--- config.mk ---
export PLATFORM = sky130hd
export DESIGN_NAME = cpeta_err_eval
export DESIGN_NICKNAME = d
export VERILOG_FILES = /design/src/rtl/approx_eval_pkg.sv /design/src/rtl/cpeta_err_eval_adder.sv /design/src/rtl/cpeta_err_eval.sv
export SDC_FILE = /design/constraint.sdc
export NUM_CORES = 1
export LEC_CHECK = 0
export BUFFER_PORTS_ARGS = -buffer_cell sky130_fd_sc_hd__buf_4
export CAP_MARGIN = 20
export CORE_ASPECT_RATIO = 0.7
export CORE_UTILIZATION = 59
export DETAILED_ROUTE_END_ITERATION = 8
export PLACE_DENSITY = 0.81
export SLEW_MARGIN = 20
export SYNTH_ARGS = -nofsm -noshare
export SYNTH_HDL_FRONTEND = slang
export SYNTH_SLANG_ARGS = --single-unit
--- constraint.sdc ---
create_clock -name clk -period 5.7 [get_ports clk]
set_input_delay 0 -clock clk [delete_from_list [all_inputs] [get_ports clk]]
set_output_delay 0 -clock clk [all_outputs]
set_load 0.005 [all_outputs]
--- src/rtl/approx_eval_pkg.sv ---
// Shared types and constants for the CPETA error-evaluation harness.
// Holds the controller state encoding and the operand LFSR step.
package approx_eval_pkg;

   typedef enum logic [1:0] {IDLE, RUN, DRAIN, DONE} eval_state_t;

   localparam logic [31:0] LFSR_POLY    = 32'h8020_0003;
   localparam logic [31:0] SEED_DEFAULT = 32'h1;

   // Right-shifting Galois form of x^32+x^22+x^2+x+1.
   function automatic logic [31:0] lfsr_step(input logic [31:0] s);
      return (s >> 1) ^ (s[0] ? LFSR_POLY : 32'h0);
   endfunction

endpackage

--- src/rtl/cpeta_err_eval_adder.sv ---
// CPETA approximate adder: each sum bit sees a carry rippled only through the K bits
// directly below it, starting from an assumed carry-in of zero.
module cpeta_err_eval_adder #(
   parameter int N = 16,
   parameter int K = 6
) (
   input  logic [N-1:0] a,
   input  logic [N-1:0] b,
   output logic [N-1:0] sum
);

   always_comb begin
      logic c;
      sum = '0;
      for (int i = 0; i < N; i++) begin
         c = 1'b0;
         for (int j = 0; j < N; j++) begin
            if (j < i && j >= i - K) c = (a[j] & b[j]) | ((a[j] ^ b[j]) & c);
         end
         sum[i] = a[i] ^ b[i] ^ c;
      end
   end

endmodule

--- src/rtl/cpeta_err_eval.sv ---
// On-chip error characterisation harness: drives CPETA and an exact adder in lock-step
// and accumulates error count, summed error distance and max error distance per run.
module cpeta_err_eval
   import approx_eval_pkg::*;
#(
   parameter int N     = 16,
   parameter int K     = 6,
   parameter int CNT_W = 16,
   parameter int ACC_W = 32
) (
   input  logic             clk,
   input  logic             rst,
   input  logic             start,
   input  logic             mode,
   input  logic [CNT_W-1:0] num_samples,
   input  logic [31:0]      seed,
   input  logic [N-1:0]     op_a,
   input  logic [N-1:0]     op_b,
   output logic             busy,
   output logic             done,
   output logic [CNT_W-1:0] err_count,
   output logic [ACC_W-1:0] sum_ed,
   output logic [N-1:0]     max_ed
);

   localparam int SW = ((ACC_W > N) ? ACC_W : N) + 1;

   function automatic logic [ACC_W-1:0] sat_add(input logic [ACC_W-1:0] acc,
                                                input logic [N-1:0]     ed);
      logic [SW-1:0] s;
      s = SW'(acc) + SW'(ed);
      if (s > SW'({ACC_W{1'b1}})) return '1;
      return s[ACC_W-1:0];
   endfunction

   eval_state_t      state, state_nxt;
   logic [CNT_W-1:0] remain;
   logic             drain_cnt, zero_pend;
   logic             accept, issue;
   logic             mode_q;
   logic [N-1:0]     op_a_q, op_b_q;
   logic [31:0]      lfsr, src_lfsr;
   logic             src_mode;
   logic [N-1:0]     a_nxt, b_nxt;
   logic [N-1:0]     a_p0, b_p0;
   logic             vld_p0;
   logic [N-1:0]     approx_c;
   logic [N-1:0]     exact_p1, approx_p1;
   logic             vld_p1;
   logic [N-1:0]     ed;

   // A zero-sample request parks one cycle in IDLE so done still rises one edge after start.
   assign accept = start && !zero_pend && (state == IDLE || state == DONE);
   assign issue  = (accept && num_samples != '0) || state == RUN;

   always_ff @(posedge clk) begin
      if (rst) state <= IDLE;
      else     state <= state_nxt;
   end

   always_comb begin
      state_nxt = state;
      case (state)
         IDLE, DONE: begin
            if (state == IDLE && zero_pend)      state_nxt = DONE;
            else if (accept) begin
               if (num_samples == '0)             state_nxt = IDLE;
               else if (num_samples == CNT_W'(1)) state_nxt = DRAIN;
               else                               state_nxt = RUN;
            end
         end
         RUN:     if (remain == CNT_W'(1)) state_nxt = DRAIN;
         DRAIN:   if (drain_cnt) state_nxt = DONE;
         default: state_nxt = IDLE;
      endcase
   end

   always_comb begin
      busy = (state == RUN) || (state == DRAIN);
      done = (state == DONE);
   end

   assign src_mode = accept ? mode : mode_q;
   assign src_lfsr = accept ? ((seed == 32'h0) ? SEED_DEFAULT : seed) : lfsr;
   assign a_nxt    = src_mode ? (accept ? op_a : op_a_q) : src_lfsr[N-1:0];
   assign b_nxt    = src_mode ? (accept ? op_b : op_b_q) : src_lfsr[16 +: N];

   always_ff @(posedge clk) begin
      if (rst) begin
         remain    <= '0;
         drain_cnt <= 1'b0;
         zero_pend <= 1'b0;
         lfsr      <= SEED_DEFAULT;
         vld_p0    <= 1'b0;
         vld_p1    <= 1'b0;
      end else begin
         zero_pend <= accept && num_samples == '0;
         drain_cnt <= (state == DRAIN) && !drain_cnt;
         if (accept)              remain <= num_samples - CNT_W'(1);
         else if (state == RUN)   remain <= remain - CNT_W'(1);
         if (issue)               lfsr   <= lfsr_step(src_lfsr);
         vld_p0 <= issue;
         vld_p1 <= vld_p0;
      end
   end

   always_ff @(posedge clk) begin
      if (accept) begin
         mode_q <= mode;
         op_a_q <= op_a;
         op_b_q <= op_b;
      end
      // p0: operand registers
      if (issue) begin
         a_p0 <= a_nxt;
         b_p0 <= b_nxt;
      end
      // p1: exact and approximate sums
      exact_p1  <= a_p0 + b_p0;
      approx_p1 <= approx_c;
   end

   cpeta_err_eval_adder #(.N(N), .K(K)) u_cpeta (
      .a   (a_p0),
      .b   (b_p0),
      .sum (approx_c)
   );

   assign ed = (exact_p1 >= approx_p1) ? exact_p1 - approx_p1 : approx_p1 - exact_p1;

   // p2: metric accumulation
   always_ff @(posedge clk) begin
      if (rst || accept) begin
         err_count <= '0;
         sum_ed    <= '0;
         max_ed    <= '0;
      end else if (vld_p1) begin
         if (ed != '0)    err_count <= err_count + CNT_W'(1);
         sum_ed <= sat_add(sum_ed, ed);
         if (ed > max_ed) max_ed <= ed;
      end
   end

endmodule

# [Yosys cells after proc, flatten, opt, wreduce, memory -nomap -nowiden]
# Index checks and enable logic that the tools add are counted.
[totals] word_cells=227 reg_bits=215 output_inout_bits=66
[op_classes] reduce_logical=22 addsub=7 mux=23 eq_ne=8 bitwise_logic=147 magnitude_cmp=3
[ops] cell="$mux W32" count=5
[ops] cell="$mux W16" count=7
[ops] cell="$and A1 B1 Y1" count=65
[ops] cell="$or A1 B1 Y1" count=50
[ops] cell="$add A32 B16 Y33" count=1
[ops] cell="$gt A33 B32 Y1 const B" count=1
[ops] cell="$eq A16 B1 Y1 const B" count=2
[ops] cell="$logic_not A32 Y1" count=1
[ops] cell="$reduce_bool A16 Y1" count=2
[ops] cell="$sub A16 B1 Y16 const B" count=2
[ops] cell="$sub A16 B16 Y16" count=2
[ops] cell="$xor A31 B32 Y32" count=1
[ops] cell="$xor A1 B1 Y1" count=31
[ops] cell="$add A16 B1 Y16 const B" count=1
[ops] cell="$add A16 B16 Y16" count=1
[ops] cell="$ge A16 B16 Y1" count=1
[ops] cell="$gt A16 B16 Y1" count=1
[ops] cell="$logic_not A16 Y1" count=1
[ops] cell="$mux W2" count=6
[ops] cell="$logic_and A1 B1 Y1" count=6
[ops] cell="$pmux W2 S3" count=1
[ops] cell="$eq A2 B2 Y1 const B" count=2
[ops] cell="$logic_or A1 B1 Y1" count=4
[ops] cell="$mux W1" count=4
[ops] cell="9 further kinds" count=12

# [Longest topological paths before layout]
[logic_depth] ltp_word=12 ltp_mapped=21 ltp_nobuf=19

# [Hierarchy]
# Synthesis repeated with hierarchy kept, for this count alone.
[unflattened] cells_unflattened=1480 hier_area_um2=12668.4
[by_module_without_submodules] mod="cpeta_err_eval" n_inst=1 seq_area_each_um2=4624.4 area_each_um2=11982.7 cells_each=1396
[by_module_without_submodules] mod="cpeta_err_eval_adder" n_inst=1 seq_area_each_um2=0.0 area_each_um2=685.7 cells_each=84

# [Worst setup path before layout]
# No wires, ideal clock.
[synth_timing] path_kind="register to register" startpoint="register exact_p1[11]" endpoint="register max_ed[10]" setup_slack_ns=1.144 period_less_slack_ns=4.556 n_path_buf=2 arrival_ns=4.428 stages_incl_launch_ff=22 cell_sequence="dfxtp_1 -> inv_1 -> ha_1 -> clkbuf_1 -> a21oi_1 -> o21ai_0 -> and2_1 -> nor3_4 -> mux2i_1 -> xor2_1 -> ha_1 -> a21o_1 -> a21o_1 -> a21o_1 -> a21o_1 -> a21o_1 -> a21o_1 -> a221oi_1 -> a311oi_1 -> clkbuf_1 -> mux2i_1 -> nor2_1"
[synth_between] elab_chain_cells=4 word_cells_on_any_way=6
[synth_lines] element="start: declaration" line="cpeta_err_eval.sv:48" text="logic [N-1:0] exact_p1, approx_p1;"
[synth_lines] element="start signal: assignment" line="cpeta_err_eval.sv:119" text="exact_p1 <= a_p0 + b_p0;"
[synth_lines] element="$ge A16 B16 Y1" line="cpeta_err_eval.sv:129" text="assign ed = (exact_p1 >= approx_p1) ? exact_p1 - approx_p1 : approx_p1 - exact_p1;"
[synth_lines] element="$mux W16" line="cpeta_err_eval.sv:129"
[synth_lines] element="net ed[9]" line="cpeta_err_eval.sv:50" text="logic [N-1:0] ed;"
[synth_lines] element="$gt A16 B16 Y1" line="cpeta_err_eval.sv:140" text="if (ed > max_ed) max_ed <= ed;"
[synth_lines] element="$reduce_and A2 Y1 (no line)"
[synth_lines] element="end signal: assignment" line="cpeta_err_eval.sv:136" text="max_ed <= '0;"
[synth_lines] element="end signal: assignment" line="cpeta_err_eval.sv:140"
[synth_lines] element="end: declaration" line="cpeta_err_eval.sv:23" text="output logic [N-1:0] max_ed"
# The timed path passes the listed nets, and every way through them passes these cells.
# A chain may end at the register's enable or synchronous reset.

# [Worst setup path in the final report]
[layout_timing] startpoint="register exact_p1[7]" endpoint="register sum_ed[31]"
[layout_between] elab_chain_cells=8 word_cells_on_any_way=10
[layout_lines] element="$ge A16 B16 Y1 *" line="cpeta_err_eval.sv:129"
[layout_lines] element="$mux W16 *" line="cpeta_err_eval.sv:129"
[layout_lines] element="net ed[5]" line="cpeta_err_eval.sv:50"
[layout_lines] element="$add A32 B16 Y33 *" line="cpeta_err_eval.sv:31" text="s = SW'(acc) + SW'(ed);"
[layout_lines] element="$gt A33 B32 Y1" line="cpeta_err_eval.sv:32" text="if (s > SW'({ACC_W{1'b1}})) return '1;"
[layout_lines] element="$mux W1" line="cpeta_err_eval.sv:32"
[layout_lines] element="$mux W1" line="cpeta_err_eval.sv:137" text="end else if (vld_p1) begin"
[layout_lines] element="$mux W1" line="cpeta_err_eval.sv:133" text="if (rst || accept) begin"
[layout_lines] element="$mux W32 *" line="cpeta_err_eval.sv:33" text="return s[ACC_W-1:0];"
[layout_lines] element="end signal: assignment" line="cpeta_err_eval.sv:139" text="sum_ed <= sat_add(sum_ed, ed);"
[layout_lines] element="end: declaration" line="cpeta_err_eval.sv:22" text="output logic [ACC_W-1:0] sum_ed,"
# Mark *: on every way through the listed nets, which the timed path passes. The rest lies on a longest branch. The select of a mux whose other input is x is not followed.

==> flow_summary.yaml <==
outcome:
  status: "finished clean"
synth:
  synth_simple_gate_area_share: 0.184
  syn_area_um2: 11300
  synth_top_family_by_area: "simple AND/OR/NAND/NOR gates"
  yosys_warnings: 0
  synth-adder-area-share: 0.0943
  yosys.area.top_type_share: 0.308
  synth_mux_area_frac: 0.0461
  synth_xor_area_frac: 0.0572
  synth-main-ff-cell: "dfxtp_1"
  synth_top_area_cell: "dfxtp_1"
  yosys_register_bits: 206
  syn_inst: 1300
  netlist_top_cells_area: "dfxtp_1 31%, ha_1 8.7%, edfxtp_1 8.5%, nand2_1 5.0%, mux2i_1 4.5%"
  synth_edf_count: 32
  ys_types: 70
  ys_seq_area_frac: 0.392
  synth_compound_area_frac: 0.181
  avgSynthCellArea_um2: 8.71
  ys_async_sr_fraction: 0
clock_network:
  clkSlewWorstSetupHoldPaths_ns: 0.06
  cts_tree: "done"
  cts.path.max_buffers: 3
  cts_made_buffers: 21
  clk-insertion-delay-late_ns: 0.51
  cts-root-buf: "clkbuf_16"
  cts_sinks: 206
  htree_levels: 1
timing:
  hold_viol: 0
  fin_tns_setup_ns: 0
  skew_ns: 0.0128
  tightest_slew_ns: 0.916
  setup_violations: 0
  final.period_utilization: 0.942
  fmax_mhz: 186
  slew_headroom: 0.388
  drv_slew: 0
  fin_crit_ns: 5.37
  hold_ws_ns: 0.0471
  fin_ws_ns: 0.328
place:
  dp_slack_ns: 0.428
  place.gp.congestion: 0.964
  io_buffer_count: 146
  placed_area_um2: 12600
  post-dp-hpwl_um: 20700
min_path:
  holdPathStages: 3
  hold_end: "a_p0[10]"
  worst_hold_path_type: "input port to register"
  min_from: "mode"
finish:
  layout.nets: 1674
  n_antenna_cell: 0
  layout-drive-gt1-share: 0.148
  design_area_um2: 14100
  area_growth_pct: 24.4
flow_run:
  maxCapViolCount: 0
floorplanning:
  die-width_um: 168
  die_area_um2: 19800
  die_h_um: 118
  core_um2: 18400
  start_util: 0.615
  io_pins: 150
  num_rows: 41
routing:
  drt-initial-drc-count: 930
  post-route-drc-count: 0
  routed_wl_um: 31000
  first_pass_iters: 5
  wl_met3_um: 2310
  highest_layer: "met4"
  wl_per_cell_um: 17.6
  dr_wl_met2_um: 13700
  antenna_left: 0
  vias: 10400
  m1WireLength_um: 14000
  via_per_inst: 5.93
critical_path:
  critPathArrivalTime_ns: 5.79
  rr_worst_depth: 18
  path_class: "register to register"
  start_kind: "register"
  worst_r2r_endpoint: "sum_ed[31]"
  rrSetupSlack_ns: 0.33
  cp_max_fo: 12
  r2r-start: "exact_p1[7]"
  critPathCaptureType: "register"
  worstPathRequired_ns: 6.12
power:
  power_uw: 9920
  vdd_drop_max_uv: 303
  powerDensity_nw_per_um2: 704
  p_leak_uw: 0.00605
grt:
  grt_start_max_net_pins: 57
  grt.total_usage: 0.311
  grt_overflow_total: 0
  grt_pass1_wl_um: 50200
  grt_pass1_vias: 9936
  antenna_found_initial: 0
-- registers in the layout, indices dropped and copies added (netlist names) --
register	cells
max_ed	13
approx_p1	13
drain_cnt	1
sum_ed	32
remain	16
lfsr	32
vld_p1	1
mode_q	1
op_b_q	16
exact_p1	13
a_p0	16
b_p0	16
zero_pend	1
op_a_q	16
vld_p0	1
err_count	16
state	2
-- cell usage in the layout (no fill, tap or decap), types with 4 or more instances in the layout --
cell           instances
dfxtp_1              174
buf_4                160
nand2_1              151
nor2_1               136
a21oi_1               99
dlygate4sd3_1         86
ha_1                  79
inv_1                 60
mux2i_1               50
a211oi_1              48
o21ai_0               44
xnor2_1               40
xor2_1                34
edfxtp_1              32
nor3_1                28
clkbuf_16             21
a21o_1                20
and3_1                17
a31oi_1               17
nand3_1               16
nand4_1               16
nor4_1                15
or4_1                 14
nand2b_1              13
o21a_1                11
or3_1                 10
o31ai_1               10
nor2b_1                9
o21bai_1               9
a21oi_2                7
o211ai_1               6
clkinv_1               6
and2_1                 5
o21ai_2                5
clkinv_2               5
a31o_2                 4
fa_1                   4
-- synth_stat cells, types with 10 or more instances --
library cell  instances
a211oi_1             48
a21o_1               20
a21oi_1              99
a31oi_1              17
and3_1               17
clkbuf_1             49
dfxtp_1             174
edfxtp_1             32
ha_1                 79
inv_1                60
mux2i_1              51
nand2_1             151
nand2b_1             13
nand3_1              17
nand4_1              16
nor2_1              136
nor3_1               28
nor4_1               15
o21a_1               11
o21ai_0              44
o31ai_1              10
or3_1                10
or4_1                14
xnor2_1              40
xor2_1               34
-- metal layers --
metal / vias up / track usage
li1: 5027 / -
met1: 4842 / 0.437
met2: 487 / 0.491
met3: 69 / 0.0471
met4: 0 / 0.0992
met5: - / 0
-- final cells by class --
type,count,area (µm²)
Clock buffer,24,547
Clock inverter,14,100
Fill cell,1239,4330
Inverter,62,233
Multi-Input combinational cell,970,6410
Sequential cell,206,4440
Tap cell,236,295
Timing Repair Buffer,246,2060
-- cell families after synthesis --
| logic type | count (synthesis) |
|---|---|
| buf+inv | 126 |
| flops | 206 |
| xor+xnor | 74 |
| other cells | 1 |
| compound gates | 312 |
| fa+ha+maj | 83 |
| simple gates | 446 |
| mux | 52 |
-- worst max-delay path, cell delays in order (launching register included) --
cell	delay [ns]
dfxtp_1	0.33
inv_1	0.05
ha_1	0.42
a21o_1	0.25
a311oi_2	0.34
a2111oi_2	0.18
nor3_4	0.45
mux2i_1	0.28
xnor2_1	0.16
ha_1	0.38
a21oi_1	0.11
o21bai_1	0.17
a21oi_1	0.13
o21ai_0	0.47
a21oi_1	0.15
o21ai_0	0.49
nand2b_1	0.19
or3_1	0.48
a311oi_1	0.27
-- repair_timing --
action,4_1_cts,5_1_grt
gates resized for setup,0,1
setup buffers,0,0
hold buffers,86,0
setup endpoints to repair,0,5
endpoints found under the hold margin,103,0
-- report_power, final --
group	internal, µW	switching [µW]
logic	2500	3650
clock network	737	586
registers	2140	311
total	5370	4550
-- worst max path at each step --
stage                             from    endpoint  slack [ns]  depth (start not counted)
after floorplan           exact_p1[11]  max_ed[10]        1.14                         21
after global placement     exact_p1[7]  sum_ed[18]        0.70                         18
after detailed placement   exact_p1[7]  sum_ed[20]        0.43                         18
after CTS                  exact_p1[7]  sum_ed[20]        0.40                         18
after global routing       exact_p1[7]  sum_ed[31]       -0.03                         18
final                      exact_p1[7]  sum_ed[31]        0.33                         18
-- through the flow --
step | instances | utilization
after floorplan | 1302 | -
final | 1758 | 0.765
after global routing | 1758 | 0.765
after global placement | 1634 | 0.683
after CTS | 1758 | 0.765
after detailed placement | 1634 | 0.683
No activity file was read; power rests on OpenSTA's default activity.
